### src/rtl/pc_id_pkg.sv
// Shared constants for the fetch/decode front end: RV32I major opcodes,
// decoded instruction-format codes and the NOP returned outside the ROM.
package pc_id_pkg;

  localparam logic [6:0] OPC_OP_IMM = 7'b0010011;
  localparam logic [6:0] OPC_LOAD   = 7'b0000011;
  localparam logic [6:0] OPC_JALR   = 7'b1100111;
  localparam logic [6:0] OPC_SYSTEM = 7'b1110011;
  localparam logic [6:0] OPC_STORE  = 7'b0100011;
  localparam logic [6:0] OPC_BRANCH = 7'b1100011;
  localparam logic [6:0] OPC_LUI    = 7'b0110111;
  localparam logic [6:0] OPC_AUIPC  = 7'b0010111;
  localparam logic [6:0] OPC_JAL    = 7'b1101111;
  localparam logic [6:0] OPC_OP     = 7'b0110011;

  typedef enum logic [2:0] {
    FMT_R = 3'd0,
    FMT_I = 3'd1,
    FMT_S = 3'd2,
    FMT_B = 3'd3,
    FMT_U = 3'd4,
    FMT_J = 3'd5,
    FMT_X = 3'd7
  } fmt_t;

  localparam logic [31:0] NOP_INSTR = 32'h0000_0013;

endpackage

### src/rtl/pc_fetch_decode_imm_gen.sv
// imm_gen: combinational RV32I format classification and immediate
// extraction; the 32-bit immediate is sign-extended (or truncated) to XLEN.
module imm_gen
  import pc_id_pkg::*;
#(
  parameter int XLEN = 32
) (
  input  logic [31:0]     instr,
  output logic [XLEN-1:0] imm,
  output fmt_t            fmt
);

  logic [31:0] imm32;

  // Classify by opcode and assemble the format's immediate bits.
  always_comb begin
    imm32 = '0;
    fmt   = FMT_X;
    case (instr[6:0])
      OPC_OP_IMM, OPC_LOAD, OPC_JALR, OPC_SYSTEM: begin
        fmt   = FMT_I;
        imm32 = {{20{instr[31]}}, instr[31:20]};
      end
      OPC_STORE: begin
        fmt   = FMT_S;
        imm32 = {{20{instr[31]}}, instr[31:25], instr[11:7]};
      end
      OPC_BRANCH: begin
        fmt   = FMT_B;
        imm32 = {{19{instr[31]}}, instr[31], instr[7], instr[30:25],
                 instr[11:8], 1'b0};
      end
      OPC_LUI, OPC_AUIPC: begin
        fmt   = FMT_U;
        imm32 = {instr[31:12], 12'b0};
      end
      OPC_JAL: begin
        fmt   = FMT_J;
        imm32 = {{11{instr[31]}}, instr[31], instr[19:12], instr[20],
                 instr[30:21], 1'b0};
      end
      OPC_OP: begin
        fmt   = FMT_R;
        imm32 = '0;
      end
      default: begin
        fmt   = FMT_X;
        imm32 = '0;
      end
    endcase
  end

  // Signed cast keeps the sign bit when widening to XLEN.
  always_comb begin
    imm = XLEN'(signed'(imm32));
  end

endmodule

### src/rtl/pc_fetch_decode.sv
// pc_fetch_decode: program counter, instruction ROM and registered decode
// output with valid/ready backpressure and jump redirect/squash.
// Optional feature macro: PC_ID_MISALIGN_TRAP_EN (drop misaligned jumps and
// pulse the misalign output instead).
module pc_fetch_decode
  import pc_id_pkg::*;
#(
  parameter int              PC_W       = 9,
  parameter int              IMEM_DEPTH = 128,
  parameter int              XLEN       = 32,
  parameter logic [PC_W-1:0] RESET_PC   = '0,
  parameter string           IMEM_FILE  = "imem.hex"
) (
  input  logic            clk,
  input  logic            rst,
  input  logic            jmp_en,
  input  logic [PC_W-1:0] jmpa,
  input  logic            out_ready,
  output logic            out_valid,
  output logic [31:0]     Iout,
  output logic [PC_W-1:0] PCout,
  output logic [4:0]      Rs1,
  output logic [4:0]      Rs2,
  output logic [4:0]      RD,
  output logic [6:0]      opcode,
  output logic [2:0]      funct3,
  output logic [6:0]      funct7,
  output logic [XLEN-1:0] IMM,
  output logic [2:0]      fmt
`ifdef PC_ID_MISALIGN_TRAP_EN
  ,
  output logic            misalign
`endif
);

  localparam int AW = (IMEM_DEPTH > 1) ? $clog2(IMEM_DEPTH) : 1;

  logic [31:0] mem [IMEM_DEPTH];

  logic [PC_W-1:0] pc_q, pc_d;
  logic            valid_q, valid_d;
  logic [31:0]     instr_q, instr_d;
  logic [PC_W-1:0] pc_out_q, pc_out_d;
`ifdef PC_ID_MISALIGN_TRAP_EN
  logic            misalign_q, misalign_d;
`endif

  logic [PC_W-3:0] widx;
  logic [AW-1:0]   ridx;
  logic [31:0]     rom_word;
  logic            jmp_take;
  fmt_t            fmt_w;

  // ROM read at the current PC; words past the ROM read back as NOP.
  always_comb begin
    widx     = pc_q[PC_W-1:2];
    ridx     = AW'(widx);
    rom_word = NOP_INSTR;
    if (32'(widx) < 32'(IMEM_DEPTH)) begin
      rom_word = mem[ridx];
    end
  end

  // Next state: jump squashes the output; otherwise advance when the
  // output register is empty or being accepted, else hold.
  always_comb begin
    pc_d     = pc_q;
    valid_d  = valid_q;
    instr_d  = instr_q;
    pc_out_d = pc_out_q;
    jmp_take = jmp_en;
`ifdef PC_ID_MISALIGN_TRAP_EN
    misalign_d = 1'b0;
    if (jmp_en && (jmpa[1:0] != 2'b00)) begin
      jmp_take   = 1'b0;
      misalign_d = 1'b1;
    end
`endif
    if (jmp_take) begin
      pc_d    = {jmpa[PC_W-1:2], 2'b00};
      valid_d = 1'b0;
    end else if (!valid_q || out_ready) begin
      instr_d  = rom_word;
      pc_out_d = pc_q;
      valid_d  = 1'b1;
      pc_d     = pc_q + PC_W'(4);
    end
  end

  // State registers; reset takes priority over any jump request.
  always_ff @(posedge clk) begin
    if (rst) begin
      pc_q     <= RESET_PC;
      valid_q  <= 1'b0;
      instr_q  <= '0;
      pc_out_q <= '0;
`ifdef PC_ID_MISALIGN_TRAP_EN
      misalign_q <= 1'b0;
`endif
    end else begin
      pc_q     <= pc_d;
      valid_q  <= valid_d;
      instr_q  <= instr_d;
      pc_out_q <= pc_out_d;
`ifdef PC_ID_MISALIGN_TRAP_EN
      misalign_q <= misalign_d;
`endif
    end
  end

  imm_gen #(
    .XLEN (XLEN)
  ) u_imm_gen (
    .instr (instr_q),
    .imm   (IMM),
    .fmt   (fmt_w)
  );

  // Field decode straight from the registered instruction word.
  always_comb begin
    out_valid = valid_q;
    Iout      = instr_q;
    PCout     = pc_out_q;
    Rs1       = instr_q[19:15];
    Rs2       = instr_q[24:20];
    RD        = instr_q[11:7];
    opcode    = instr_q[6:0];
    funct3    = instr_q[14:12];
    funct7    = instr_q[31:25];
    fmt       = fmt_w;
`ifdef PC_ID_MISALIGN_TRAP_EN
    misalign  = misalign_q;
`endif
  end

endmodule

### config.mk
export PLATFORM = sky130hd
export DESIGN_NAME = pc_fetch_decode
export DESIGN_NICKNAME = d
export VERILOG_FILES = /design/src/rtl/pc_id_pkg.sv /design/src/rtl/pc_fetch_decode_imm_gen.sv /design/src/rtl/pc_fetch_decode.sv
export SDC_FILE = /design/constraint.sdc
export NUM_CORES = 1
export LEC_CHECK = 0
export CAP_MARGIN = 10
export CORE_ASPECT_RATIO = 0.75
export CORE_MARGIN = 8
export CORE_UTILIZATION = 36
export CTS_BUF_LIST = sky130_fd_sc_hd__clkbuf_8
export DETAILED_ROUTE_END_ITERATION = 8
export HOLD_SLACK_MARGIN = 0.05
export MAX_ROUTING_LAYER = met4
export PLACE_DENSITY_LB_ADDON = 0.15
export SETUP_SLACK_MARGIN = 0.3
export SLEW_MARGIN = 10
export SYNTH_ARGS = -nofsm -noshare
export SYNTH_HDL_FRONTEND = slang
export SYNTH_SLANG_ARGS = --single-unit
export TNS_END_PERCENT = 30
### constraint.sdc
create_clock -name clk -period 1.8 [get_ports clk]
set_input_delay 0.27 -clock clk [delete_from_list [all_inputs] [get_ports clk]]
set_output_delay 0.27 -clock clk [all_outputs]
set_load 0.02 [all_outputs]
# ---- Word-level counts from Yosys, hierarchy flattened
# Cells that the tools add are included.
dict set report classes {
  n_mux 4
  div 0
  bitwise 1
  add_sub_neg 1
  order_cmp 0
  multipliers 0
  shift 0
  reduce_logical 7
  n_eq_ne 10
}
# op count
set op_table {}
lappend op_table {{$pmux W32 S5} 1}
lappend op_table {{$eq A7 B7 Y1 const B} 4}
lappend op_table {{$eq A7 B6 Y1 const B} 3}
lappend op_table {{$mux W9} 2}
lappend op_table {{$pmux W3 S6} 1}
lappend op_table {{$eq A7 B5 Y1 const B} 2}
lappend op_table {{$add A9 B3 Y9 const B} 1}
lappend op_table {{$eq A7 B2 Y1 const B} 1}
lappend op_table {{$reduce_or A2 Y1} 2}
lappend op_table {{$reduce_or A4 Y1} 1}
lappend op_table {{$reduce_and A2 Y1} 1}
lappend op_table {{$reduce_bool A2 Y1} 1}
lappend op_table {{$logic_not A1 Y1} 1}
lappend op_table {{$logic_or A1 B1 Y1} 1}
lappend op_table {{$not A1 Y1} 1}
dict set report word_totals {
  mem_count 0
  mem_bits_rw 0
  latch_bits 0
  in_bits 13
  romBits 0
  register_bits 51
  out_inout_bits 109
  word_cells 28
}

# ---- Logic depth before layout (Yosys ltp)
dict set report depth {
  ltp_word 4
  ltp_mapped 5
  depth_no_buf 4
}

# ---- Hierarchy
# From an unflattened synthesis, not the netlist that was laid out.
dict set report unflattened {
  hier_cells 233
  hier_area_um2 1846.8
}
# mod area_each_um2 cells_each instances
set by_module_without_submodules {}
lappend by_module_without_submodules {pc_fetch_decode 1188.6 144 1}
lappend by_module_without_submodules {imm_gen 658.1 89 1}

# ---- Least setup slack after synthesis
# No wires, ideal clock.
dict set report synth_timing {
  path_type {reg2reg}
  startpoint {register pc_q[2]}
  endpoint {register pc_q[3]}
  arrival_time_ns 1.014
  n_path_buf 0
  stages_incl_launch_ff 5
  synth_period_minus_slack_ns 1.142
  path_slack_ns 0.658
  cell_sequence {dfxtp_1 ha_1 mux2_2 mux2i_1 nor2_1}
}
dict set report synth_between {
  elab_chain_len 3
}
# item line
set synth_lines {}
lappend synth_lines {{from (decl)} pc_fetch_decode.sv:40} ;# logic [PC_W-1:0] pc_q, pc_d;
lappend synth_lines {{from (signal assigned)} pc_fetch_decode.sv:101} ;# pc_q <= pc_d;
lappend synth_lines {{$add A9 B3 Y9} pc_fetch_decode.sv:86} ;# pc_d = pc_q + PC_W'(4);
lappend synth_lines {{$mux W9} pc_fetch_decode.sv:82} ;# end else if (!valid_q || out_ready) begin
lappend synth_lines {{$mux W9} pc_fetch_decode.sv:79} ;# if (jmp_take) begin
# Every way passes these cells. The select of a mux whose other input is x is not followed.
# A chain may end at the register's enable or synchronous reset.

# ---- Worst setup path in the final report
dict set report layout_timing {
  startpoint {register pc_out_q[6] (netlist: PCout[6])}
  endpoint {output PCout[6]}
}
# item line
set layout_lines {}
lappend layout_lines {{from (decl)} pc_fetch_decode.sv:43} ;# logic [PC_W-1:0] pc_out_q, pc_out_d;
lappend layout_lines {{from (signal assigned)} pc_fetch_decode.sv:104} ;# pc_out_q <= pc_out_d;
lappend layout_lines {{to (decl)} pc_fetch_decode.sv:21} ;# output logic [PC_W-1:0] PCout,
# No word-level cell between the ends.

==> impl_results.md <==
- Clock root buffer master: clkbuf_8
- Min Clock Period, post-route: 1.45 ns
- Layout Skew: 0.00329 ns
- Count leader, synth: buf_4
- Fraction of layout cells with a size suffix above 1: 0.0404
- Ports: 122
- Number of I/O port buffers: 18
- Maximum fanout encountered on the critical timing path: 2
- Fraction of synthesis flops using an asynchronous set or reset pin: 0
- Nature of the critical path startpoint: register
- Maximum root-to-sink buffer count: 2
- Post-synth EDFFs: 0
- Post-detailed-placement half-perimeter wirelength: 2.22 mm
- Row Count: 20
- Effective utilization at floorplan: 0.368
- Library cell occupying the most area in the post-synthesis netlist: buf_4
- Wire length of the first global-routing pass: 3.98 mm
- Post-route antenna net violation count: 0
- Total setup buffers inserted after CTS: 0
- Synthesized instance count: 180
- Portion of the post-synthesis area used by sequential elements: 0.206
- Number of CTS-inserted buffers: 3
- Layout area overhead: -7.14%
- WP buf/inv: 1
- Routed WL per cell: 10.2 um
- Top FF cell, synth: dfxtp_1
- Total via count in the routed design: 837
- Final layout net count: 213
- Post-synth cell types: 21
- Critical path endpoint category: primary output
- Delay of the slowest cell on the worst path: 0.61 ns
- Max-slew violation count: 0
- H-tree level count: 1
- Portion of the clock cycle consumed by the worst path in the final layout: 0.807
- Largest net degree at the start of global routing: 22
- Vias per inst: 3.31
- Number of failing setup endpoints in the final timing report: 0
- Area share of the largest cell type after synthesis: 0.526
- Die extent in x: 89.4 um
- Warnings from Yosys: 0
- Critical path's top delay family: buffers and inverters
- Slowest library cell on the worst path: clkdlybuf4s50_1
- Core region area: 3950 um^2
- Top area cells in the synthesized netlist: buf_4 (53%), dfxtp_1 (21%), a21oi_1 (4.1%)
- Die Area: 6350 um^2
- Outcome: finished clean
- Total number of clock tree sinks: 15
- Register-to-register path setup slack: 0.59 ns
- Syn_area_per_cell: 8.08 um^2
- Max-capacitance violation count: 0
- Aggregate routed wire length: 2.58 mm
- Unrepaired setup endpoints after global routing: false
- Number of global-route vias before repair: 837
- Hold Path Class: register to register
- Area taken by flip-flops and latches: 300 um^2
- Area used by multi-input combinational logic: 722 um^2
- Count of state elements after synthesis: 15
- Worst Path Class, Setup: register to primary output
- Cell area after technology mapping: 1460 um^2
- Power per Cell Area: 703 nW/um^2
- Remaining routing DRC violations: 0
- Clock transition time at the flip-flop clock pins of the worst setup and hold paths: 0.06 ns
- Die H: 71.1 um
- Maximum ir drop on the vdd rail: 0.329 mV
- CTS tree: built
- Most numerous cell types in the synthesized netlist: buf_4 (102), dfxtp_1 (15), a21oi_1 (12), nand2_1 (8), o21ai_0 (7)
- Worst Path Arrival: 1.18 ns
- Maximum clock frequency: 0.688 GHz
- Overall Power: 0.950 mW
- Overall global routing resource usage: 0.0789
- Initial antenna violation count: 0
- Static leakage: 0.715 nW
- Count of filler cells inserted in the layout: 450
- Clock latency of the later-clocked register in the worst-skew pair: 0.25 ns
- Initial detailed-routing violation count: 61
- Antenna fix cells: 0
- Required time of the worst setup path: 1.53 ns
- Gr ovfl total: 0
- GPL Wtd Cong: 0.767
- Fin Setup TNS: 0 ns
- Count of final hold-check violations: 0
- Cells along the critical path: clkdlybuf4s50_1
- DR pass1 iterations: 2
-- flip-flops by register name (all words and copies together) (netlist names) --
name	count
pc_q	7
PCout	7
out_valid	1
-- area by class of cell --
class                           instances  share of cell area
Clock buffer                            3              0.0306
Clock inverter                          1             0.00278
Inverter                                5              0.0139
Multi-Input combinational cell        154               0.534
Sequential cell                        15               0.222
Tap cell                               55              0.0509
Timing Repair Buffer                   20               0.145
-- per-layer routing --
layer / vias up / share of wire / GRT usage
met4: 0 / 0 / 0.00551
li1: 402 / - / -
met2: 58 / 0.48 / 0.136
met1: 377 / 0.38 / 0.0876
met3: 0 / 0.13 / 0.0289
met5: - / 0 / -
-- through the flow --
step           instance area [um^2]  hold slack [ns]  setup WS (ns)   util  instances
2_1_floorplan                  1830            0.417          0.658      -        279
3_3_place_gp                   1310            0.468          0.221  0.330        249
3_5_place_dp                   1310            0.470          0.230  0.330        249
4_1_cts                        1350            0.481          0.332  0.341        253
6_report                       1350            0.477          0.347  0.342        253
5_1_grt                        1350            0.494          0.306  0.342        253
-- timing repair --
item,in CTS,in global routing
resized for setup,1,1
endpoints found under the setup margin,1,1
hold buffers,0,0
cloned,0,0
endpoints found under the hold margin,0,0
-- layout by cell type (no fill, tap or decap) --
cell             count
nand2b_4             1
nor2_8               1
mux2i_1              2
inv_1                6
dlygate4sd2_1        1
buf_4                2
conb_1             101
and3_1               1
a21oi_1             12
nor2_1               3
ha_1                 1
nand4_1              4
and2b_1              1
nand2_1              8
mux2_2               1
clkdlybuf4s50_1     16
o21ai_0              7
o21a_1               5
dfxtp_1             15
dlymetal6s2s_1       1
clkbuf_8             3
xnor2_1              6
-- power breakdown --
part | switching [mW] | internal [mW]
sequential | 0.0180 | 0.353
clock | 0.116 | 0.151
combinational | 0.246 | 0.0665
total | 0.380 | 0.570
-- logic make-up (layout without fill, tap and decap cells) --
group,after synthesis,after routing,share of synthesized area
AO/OA/AOI/OAI,24,24,0.0911
XOR/XNOR,6,6,0.0361
adder cells (fa/ha/maj),1,1,0.00860
buffers and inverters,110,29,0.553
flip-flops,15,15,0.206
multiplexers,3,3,0.0215
other,2,101,0.00516
AND/OR/NAND/NOR,19,19,0.0782
-- final timing paths --
path,cells past startpoint,start,endpoint
worst max register to register,4,pc_q[2]$_SDFFE_PP0P_,pc_q[3]$_SDFFE_PP0P_
worst min-delay path,2,PCout[2]$_SDFFE_PP0P_,PCout[2]$_SDFFE_PP0P_
worst min register to register,2,PCout[2]$_SDFFE_PP0P_,PCout[2]$_SDFFE_PP0P_
worst max-delay path,1,PCout[6]$_SDFFE_PP0P_,PCout[6]
Power figures use the tool's default switching activity.
